## config.mk

```make
export PLATFORM = sky130hd
export DESIGN_NAME = alu_seq
export DESIGN_NICKNAME = d
export VERILOG_FILES = /design/src/rtl/alu_seq.sv
export SDC_FILE = /design/constraint.sdc
export NUM_CORES = 1
export LEC_CHECK = 0
export BUFFER_PORTS_ARGS = -buffer_cell sky130_fd_sc_hd__buf_2
export CORE_ASPECT_RATIO = 0.75
export CORE_UTILIZATION = 25
export CTS_CLUSTER_DIAMETER = 60
export DETAILED_ROUTE_END_ITERATION = 8
export PLACE_DENSITY = 0.4
export SETUP_SLACK_MARGIN = 0.3
export SLEW_MARGIN = 20
export SYNTH_ARGS = -nofsm -noshare
export SYNTH_HDL_FRONTEND = slang
export SYNTH_SLANG_ARGS = --single-unit
```

## constraint.sdc

```tcl
create_clock -name clk -period 4.39 [get_ports clk]
set_input_delay 0.6585 -clock clk [delete_from_list [all_inputs] [get_ports clk]]
set_output_delay 0.6585 -clock clk [all_outputs]
set_load 0.005 [all_outputs]
```

## src/rtl/alu_seq.sv

```systemverilog
// rtl/alu_seq.sv - handshaked sequential ALU with optional iterative multiplier
//
// Purpose: accepts one operation per request (valid/ready), returns a registered
// result and flags (valid/ready). ADD/SUB/AND/OR/XOR/SLT/SHL complete in one cycle.
// MUL is an unsigned shift-add taking WIDTH cycles when ALU_SEQ_MUL_EN is defined;
// otherwise MUL is a one-cycle error op (result 0, err=1, z=1).
//
// Ports:
//   clk        rising-edge clock
//   rst_n      asynchronous active-low reset
//   in_valid   request present          in_ready   request accepted (IDLE only)
//   op[2:0]    operation select         a, b       operands [WIDTH-1:0]
//   out_valid  result present (DONE)    out_ready  consumer takes result
//   result     [WIDTH-1:0]              flags[4:0] {err, v, n, z, c}
//
// Configuration macro: ALU_SEQ_MUL_EN

module alu_seq #(
  parameter int WIDTH = 16
) (
  input  logic             clk,
  input  logic             rst_n,
  input  logic             in_valid,
  output logic             in_ready,
  input  logic [2:0]       op,
  input  logic [WIDTH-1:0] a,
  input  logic [WIDTH-1:0] b,
  output logic             out_valid,
  input  logic             out_ready,
  output logic [WIDTH-1:0] result,
  output logic [4:0]       flags
);

  localparam int SHW = $clog2(WIDTH);

  typedef enum logic [1:0] {S_IDLE, S_BUSY, S_DONE} state_t;

  state_t           r_state;
  state_t           w_state_nxt;
  logic [WIDTH-1:0] r_result;
  logic [4:0]       r_flags;

  logic [WIDTH-1:0] w_res;
  logic             w_c;
  logic             w_v;
  logic             w_err;

`ifdef ALU_SEQ_MUL_EN
  // r_prod: upper half accumulates partial product, lower half holds the
  // not-yet-consumed multiplier bits; both shift right one bit per step.
  logic [2*WIDTH-1:0] r_prod;
  logic [WIDTH-1:0]   r_mcand;
  logic [SHW-1:0]     r_cnt;
  logic [WIDTH:0]     w_mul_sum;
  logic [2*WIDTH-1:0] w_prod_nxt;
  logic               w_mul_last;

  assign w_mul_sum  = {1'b0, r_prod[2*WIDTH-1:WIDTH]} +
                      (r_prod[0] ? {1'b0, r_mcand} : {(WIDTH+1){1'b0}});
  assign w_prod_nxt = {w_mul_sum, r_prod[WIDTH-1:1]};
  assign w_mul_last = (r_cnt == SHW'(WIDTH-1));
`endif

  // Single-cycle operations, evaluated directly on the request operands.
  always_comb begin
    w_res = '0;
    w_c   = 1'b0;
    w_v   = 1'b0;
    w_err = 1'b0;
    case (op)
      3'b000: begin
        {w_c, w_res} = {1'b0, a} + {1'b0, b};
        w_v = (a[WIDTH-1] == b[WIDTH-1]) && (w_res[WIDTH-1] != a[WIDTH-1]);
      end
      3'b001: begin
        // c=1 means no borrow
        {w_c, w_res} = {1'b0, a} + {1'b0, ~b} + {{WIDTH{1'b0}}, 1'b1};
        w_v = (a[WIDTH-1] != b[WIDTH-1]) && (w_res[WIDTH-1] != a[WIDTH-1]);
      end
      3'b010: w_res = a & b;
      3'b011: w_res = a | b;
      3'b100: w_res = a ^ b;
      3'b101: w_res = {{(WIDTH-1){1'b0}}, ($signed(a) < $signed(b))};
      3'b110: w_res = a << b[SHW-1:0];
      default: begin
`ifndef ALU_SEQ_MUL_EN
        w_err = 1'b1;
`endif
      end
    endcase
  end

  // State register
  always_ff @(posedge clk or negedge rst_n) begin
    if (!rst_n) r_state <= S_IDLE;
    else        r_state <= w_state_nxt;
  end

  // Next-state logic
  always_comb begin
    w_state_nxt = r_state;
    case (r_state)
      S_IDLE: begin
        if (in_valid) begin
`ifdef ALU_SEQ_MUL_EN
          w_state_nxt = (op == 3'b111) ? S_BUSY : S_DONE;
`else
          w_state_nxt = S_DONE;
`endif
        end
      end
      S_BUSY: begin
`ifdef ALU_SEQ_MUL_EN
        if (w_mul_last) w_state_nxt = S_DONE;
`else
        w_state_nxt = S_IDLE;
`endif
      end
      S_DONE:  if (out_ready) w_state_nxt = S_IDLE;
      default: w_state_nxt = S_IDLE;
    endcase
  end

  // Handshake outputs depend on state only
  always_comb begin
    in_ready  = (r_state == S_IDLE);
    out_valid = (r_state == S_DONE);
  end

  // Datapath: result/flags change only on the edge that enters DONE
  always_ff @(posedge clk or negedge rst_n) begin
    if (!rst_n) begin
      r_result <= '0;
      r_flags  <= '0;
`ifdef ALU_SEQ_MUL_EN
      r_prod   <= '0;
      r_mcand  <= '0;
      r_cnt    <= '0;
`endif
    end else if (r_state == S_IDLE && in_valid) begin
`ifdef ALU_SEQ_MUL_EN
      if (op == 3'b111) begin
        r_prod  <= {{WIDTH{1'b0}}, b};
        r_mcand <= a;
        r_cnt   <= '0;
      end else begin
        r_result <= w_res;
        r_flags  <= {w_err, w_v, w_res[WIDTH-1], (w_res == '0), w_c};
      end
`else
      r_result <= w_res;
      r_flags  <= {w_err, w_v, w_res[WIDTH-1], (w_res == '0), w_c};
`endif
    end
`ifdef ALU_SEQ_MUL_EN
    else if (r_state == S_BUSY) begin
      r_prod <= w_prod_nxt;
      r_cnt  <= r_cnt + SHW'(1);
      if (w_mul_last) begin
        r_result <= w_prod_nxt[WIDTH-1:0];
        r_flags  <= {1'b0, 1'b0, w_prod_nxt[WIDTH-1],
                     (w_prod_nxt[WIDTH-1:0] == '0),
                     (|w_prod_nxt[2*WIDTH-1:WIDTH])};
      end
    end
`endif
  end

  assign result = r_result;
  assign flags  = r_flags;

endmodule

```

# == After elaboration in Yosys (flattened, before gate mapping) ==
# Cells that the tools add are included.
# Widths: inputs -> output; s select.
# totals
regBits,23
latch_bits,0
ramBits,0
rom_bits,0
in_bits,39
output_inout_bits,23
mem_count,0
# classes
add_sub_neg,3
mul,0
div,0
order_cmp,1
n_eq_ne,13
n_shift,1
mux,7
bitwise_logic,4
reduce_logical,8
# op_table
operator,n
$pmux 16 s7,1
$add 16x16->17,2
$add 17x1->17 const B,1
$and 16x16->16,1
$logic_not 16->1,1
$lt 16x16->1,1
$not 16->16,1
$or 16x16->16,1
$shl 16x4->16,1
$xor 16x16->16,1
$eq 3x3->1 const B,3
$reduce_or 7->1,1
$eq 3x2->1 const B,2
$mux 2,2
$pmux 1 s2,2
$pmux 2 s2,1
$eq 3x1->1 const B,1
$logic_and 1x1->1,3
$logic_not 3->1,1
$ne 1x1->1,3
$eq 2x2->1 const B,1
$logic_not 2->1,1
$ne 2x1->1 const B,1
$ne 2x2->1 const B,1
other kinds (3),3

# == Longest topological paths before layout ==
# logic_depth
ltp_word,6
mapped_depth,14

# == Worst setup path after synthesis ==
# No wires, ideal clock.
# synth_timing
path_type,input-to-reg
from,input port b[1]
to,register r_flags[1] (netlist: flags[1])
arrival_ns,3.306
required_ns,4.298
slack_ns,0.993
path_stages,12
n_path_buf,1
cell_sequence,buf_2 inv_2 fa_1 nor2b_1 o311a_1 or3b_1 a221oi_2 or4_1 nand3_1 nor4_2 nand4_1 o31ai_2
# synth_via
elab_chain_len,5
elab_cells_between_ends,11
classes_between,add/sub: 3; order compare: 1; shift: 1; mux: 1; bitwise: 4; reduce/logical: 1
# synth_rtl
element,line_no,source
"start, declared",27,"input logic [WIDTH-1:0] b,"
$not 16->16,77,"{w_c, w_res} = {1'b0, a} + {1'b0, ~b} + {{WIDTH{1'b0}}, 1'b1};"
$add 16x16->17,77,
$add 17x1->17,77,
$pmux 16 s7 (*),70,case (op)
$logic_not 16->1 (*),152,"r_flags <= {w_err, w_v, w_res[WIDTH-1], (w_res == '0), w_c};"
"end signal, assigned",152,
"end, declared",41,logic [4:0] r_flags;
# Every way passes the cells marked *; elsewhere a longest branch is shown, timed or not.
# A chain may end at the register's enable or synchronous reset.

# == Final worst setup path ==
# layout_timing
from,input port b[0]
to,register r_flags[1] (netlist: flags[1])
# The elaborated chain is that of the path after synthesis.

==> out/metrics.cfg <==
[status]
status=finished, final reports clean

[clock_tree]
postCtsSetupRepairBufs=0
ctsResizeCount=0
clkTransAtPathRegs_ps=50
numCtsBuffers=3
clock_latency_ps=260
postCtsHoldBufs=0
cts_buffer_depth=2
h-tree-depth=1
cts_tree=built
clock-sinks=21
clock_tree.root_cell=clkbuf_16

[worst_setup_path]
critPathSlowestCell=a221oi_2
required_ps=4550
worstPathArrival_ps=4010
cp-start-kind=primary input
crit_start=b[0]
path_class=primary input to register
setup.worst_path.end_class=register
cp_cell_sequence=buf_2, ha_1, inv_1, fa_1, nor2b_1, o311a_1, or3b_1, a221oi_2, or4_1, nand3_1, nor4_2, nand4_1, o31ai_2
cpPeakStageDelay_ps=420
r2r_start=r_state[1]$_DFFE_PN0P_
path_max_fanout=14

[layout]
nNetsFinal=688
layout_commonest_cell=buf_2
fillCellCount=1875
drive_gt1_share_pct=19.3
final_cell_mix=buf_2, inv_1, ha_1, nand2_1, a21oi_1
synthToLayoutAreaGrowth_pct=13.0
regArea_um2=526
n_antenna_cell=0
layout.cells.non_filler=807
multi_input_area_um2=3410

[sta]
slew_violations=0
finClkSkew_ps=4.21
worst_slew_pin_slew_ps=1200
holdWs_ps=363
fin_crit_sh_pct=87.6
slew_headroom_pct=19.1
setup_viol=0
rsz0062_at_grt=false
clock.fmax_mhz=260
hold_violations=0
setup_tns_ps=0
fin_crit_ps=3840

[global_routing]
grt-ovfl-total=0
grt_use_total_pct=19.8
grt_pass1_vias=4400
antenna_found_initial=0
grt_start_max_net_pins=32
grt_pass1_wl_um=26900

[logic_synthesis]
synthesis.nets=645
synth_edf_count=0
yosys.area_share.adder_pct=16.5
synthMuxAreaShare_pct=10.1
synth_seq_area_share_pct=12.1
synth_top_area_share_pct=15.6
ys_ff_latch=21
avgSynthCellArea_um2=7.89
synthSimpleGateAreaFrac_pct=18.4
synth_cell_types=83
synth-compound-area-share_pct=32.1
synth.area.top_cells=ha_1, dfrtp_1, inv_1
ys_warn_count=0
yosys.area_share.xor_xnor_pct=1.41
yosysTopAreaCell=ha_1
synth-main-ff-cell=dfrtp_1
synth_area_um2=4340
synth_top_family_by_area=compound AO/OA/AOI/OAI gates
netlist_instances=550
async_flop_share_pct=100

[detailed_routing]
ant_nets=0
vias=4581
drtIter0Drc=307
drc=0
viasPerCell=5.68
drtPass1Iterations=5
postRouteWirelength_um=17600
wl_per_cell_um=21.9

[pwr]
power_leakage_nw=2.21
ir_worst_vdd_mv=0.128
p_per_area_nw_per_um2=215

[placed_design]
numPortBuffers=61
place_congestion=0.958
dp_hpwl_um=14200
dpl.cell_count=803

[floorplanning]
dieArea_um2=17900
start_util_pct=25.7
rows=41
core_area_um2=16900
boundaryPins=62
die_h_um=116
die_x_um=154

[min_path]
hold_path.class=primary input to asynchronous set/reset pin

[flow_run]
maxCapViolations=0

-- per-layer routing --
layer	routed length, um	global-route usage, %
met2	7330	30.5
met1	8680	28.9
met4	292	3.47
met5	0	0
met3	1330	3.53
-- worst max-delay path, delay by kind of cell --
family	cells	cell delay, ps
compound gates	3	980
buf+inv	2	330
fa+ha+maj	2	670
simple gates	6	1360
-- cells by family (layout without fill, tap and decap cells) --
logic type | after synthesis | count (layout)
simple gates | 153 | 153
fa+ha+maj | 56 | 56
buf+inv | 94 | 136
xor+xnor | 7 | 7
mux | 27 | 27
flops | 21 | 21
compound gates | 192 | 192
-- cells in the mapped netlist (all sizes together), types with 5 or more instances --
master,count
o31ai,15
nor2,31
nand2b,5
nor3,11
mux2i,6
buf,14
mux2,11
nand4,5
inv,56
mux4,10
a211oi,7
a22oi,11
dfrtp,21
and2,5
a21o,6
a221oi,7
ha,54
xnor2,7
nand3,9
nand2,45
nor2b,5
o221ai,6
o211ai,6
or3,5
a31oi,5
nor4,15
clkbuf,23
a21oi,41
o22ai,7
o21ai,30
a2111oi,5
-- final timing paths --
kind	endpoint	slack, ps	cells after the start
max	flags[1]$_DFFE_PN0P_	550	13
min	result[0]$_DFFE_PN0P_	360	1
max reg2reg	flags[1]$_DFFE_PN0P_	1480	9
min reg2reg	flags[3]$_DFFE_PN0P_	470	2
max in group asynchronous	result[7]$_DFFE_PN0P_	3700	1
min in group clk	flags[3]$_DFFE_PN0P_	470	2
-- flip-flops by register name (all words and copies together), names as in the netlist --
register	cells
result	15
flags	5
r_state	1
-- cell type report --
cell class | count | share of cell area, %
well taps | 215 | 5.48
flip-flops and latches | 21 | 10.7
inverters | 57 | 4.36
repair buffers | 75 | 8.37
clock buffers | 3 | 1.53
clock inverters | 1 | 0.102
multi-input cells | 435 | 69.4
-- through the flow --
step / setup slack, ps / power, W / util (%) / instance area, um2
3_3_place_gp: 412 / 0.000860 / 28.6 / 4820
2_1_floorplan: 993 / 0.000638 / - / 4340
3_5_place_dp: 321 / 0.000860 / 28.6 / 4820
6_report: 546 / 0.00105 / 29.1 / 4900
4_1_cts: 583 / 0.00106 / 29.1 / 4900
5_1_grt: 404 / 0.00114 / 29.1 / 4900
-- report_power, final --
part           switching [W]  internal [W]  leakage [nW]  total (W)
registers          0.0000236      0.000238         0.267   0.000262
clock network      0.0000696      0.000122        0.0409   0.000192
logic               0.000366      0.000234          1.90   0.000600
total               0.000459      0.000595          2.21    0.00105
Note: power is estimated with default switching activity, not from simulation.
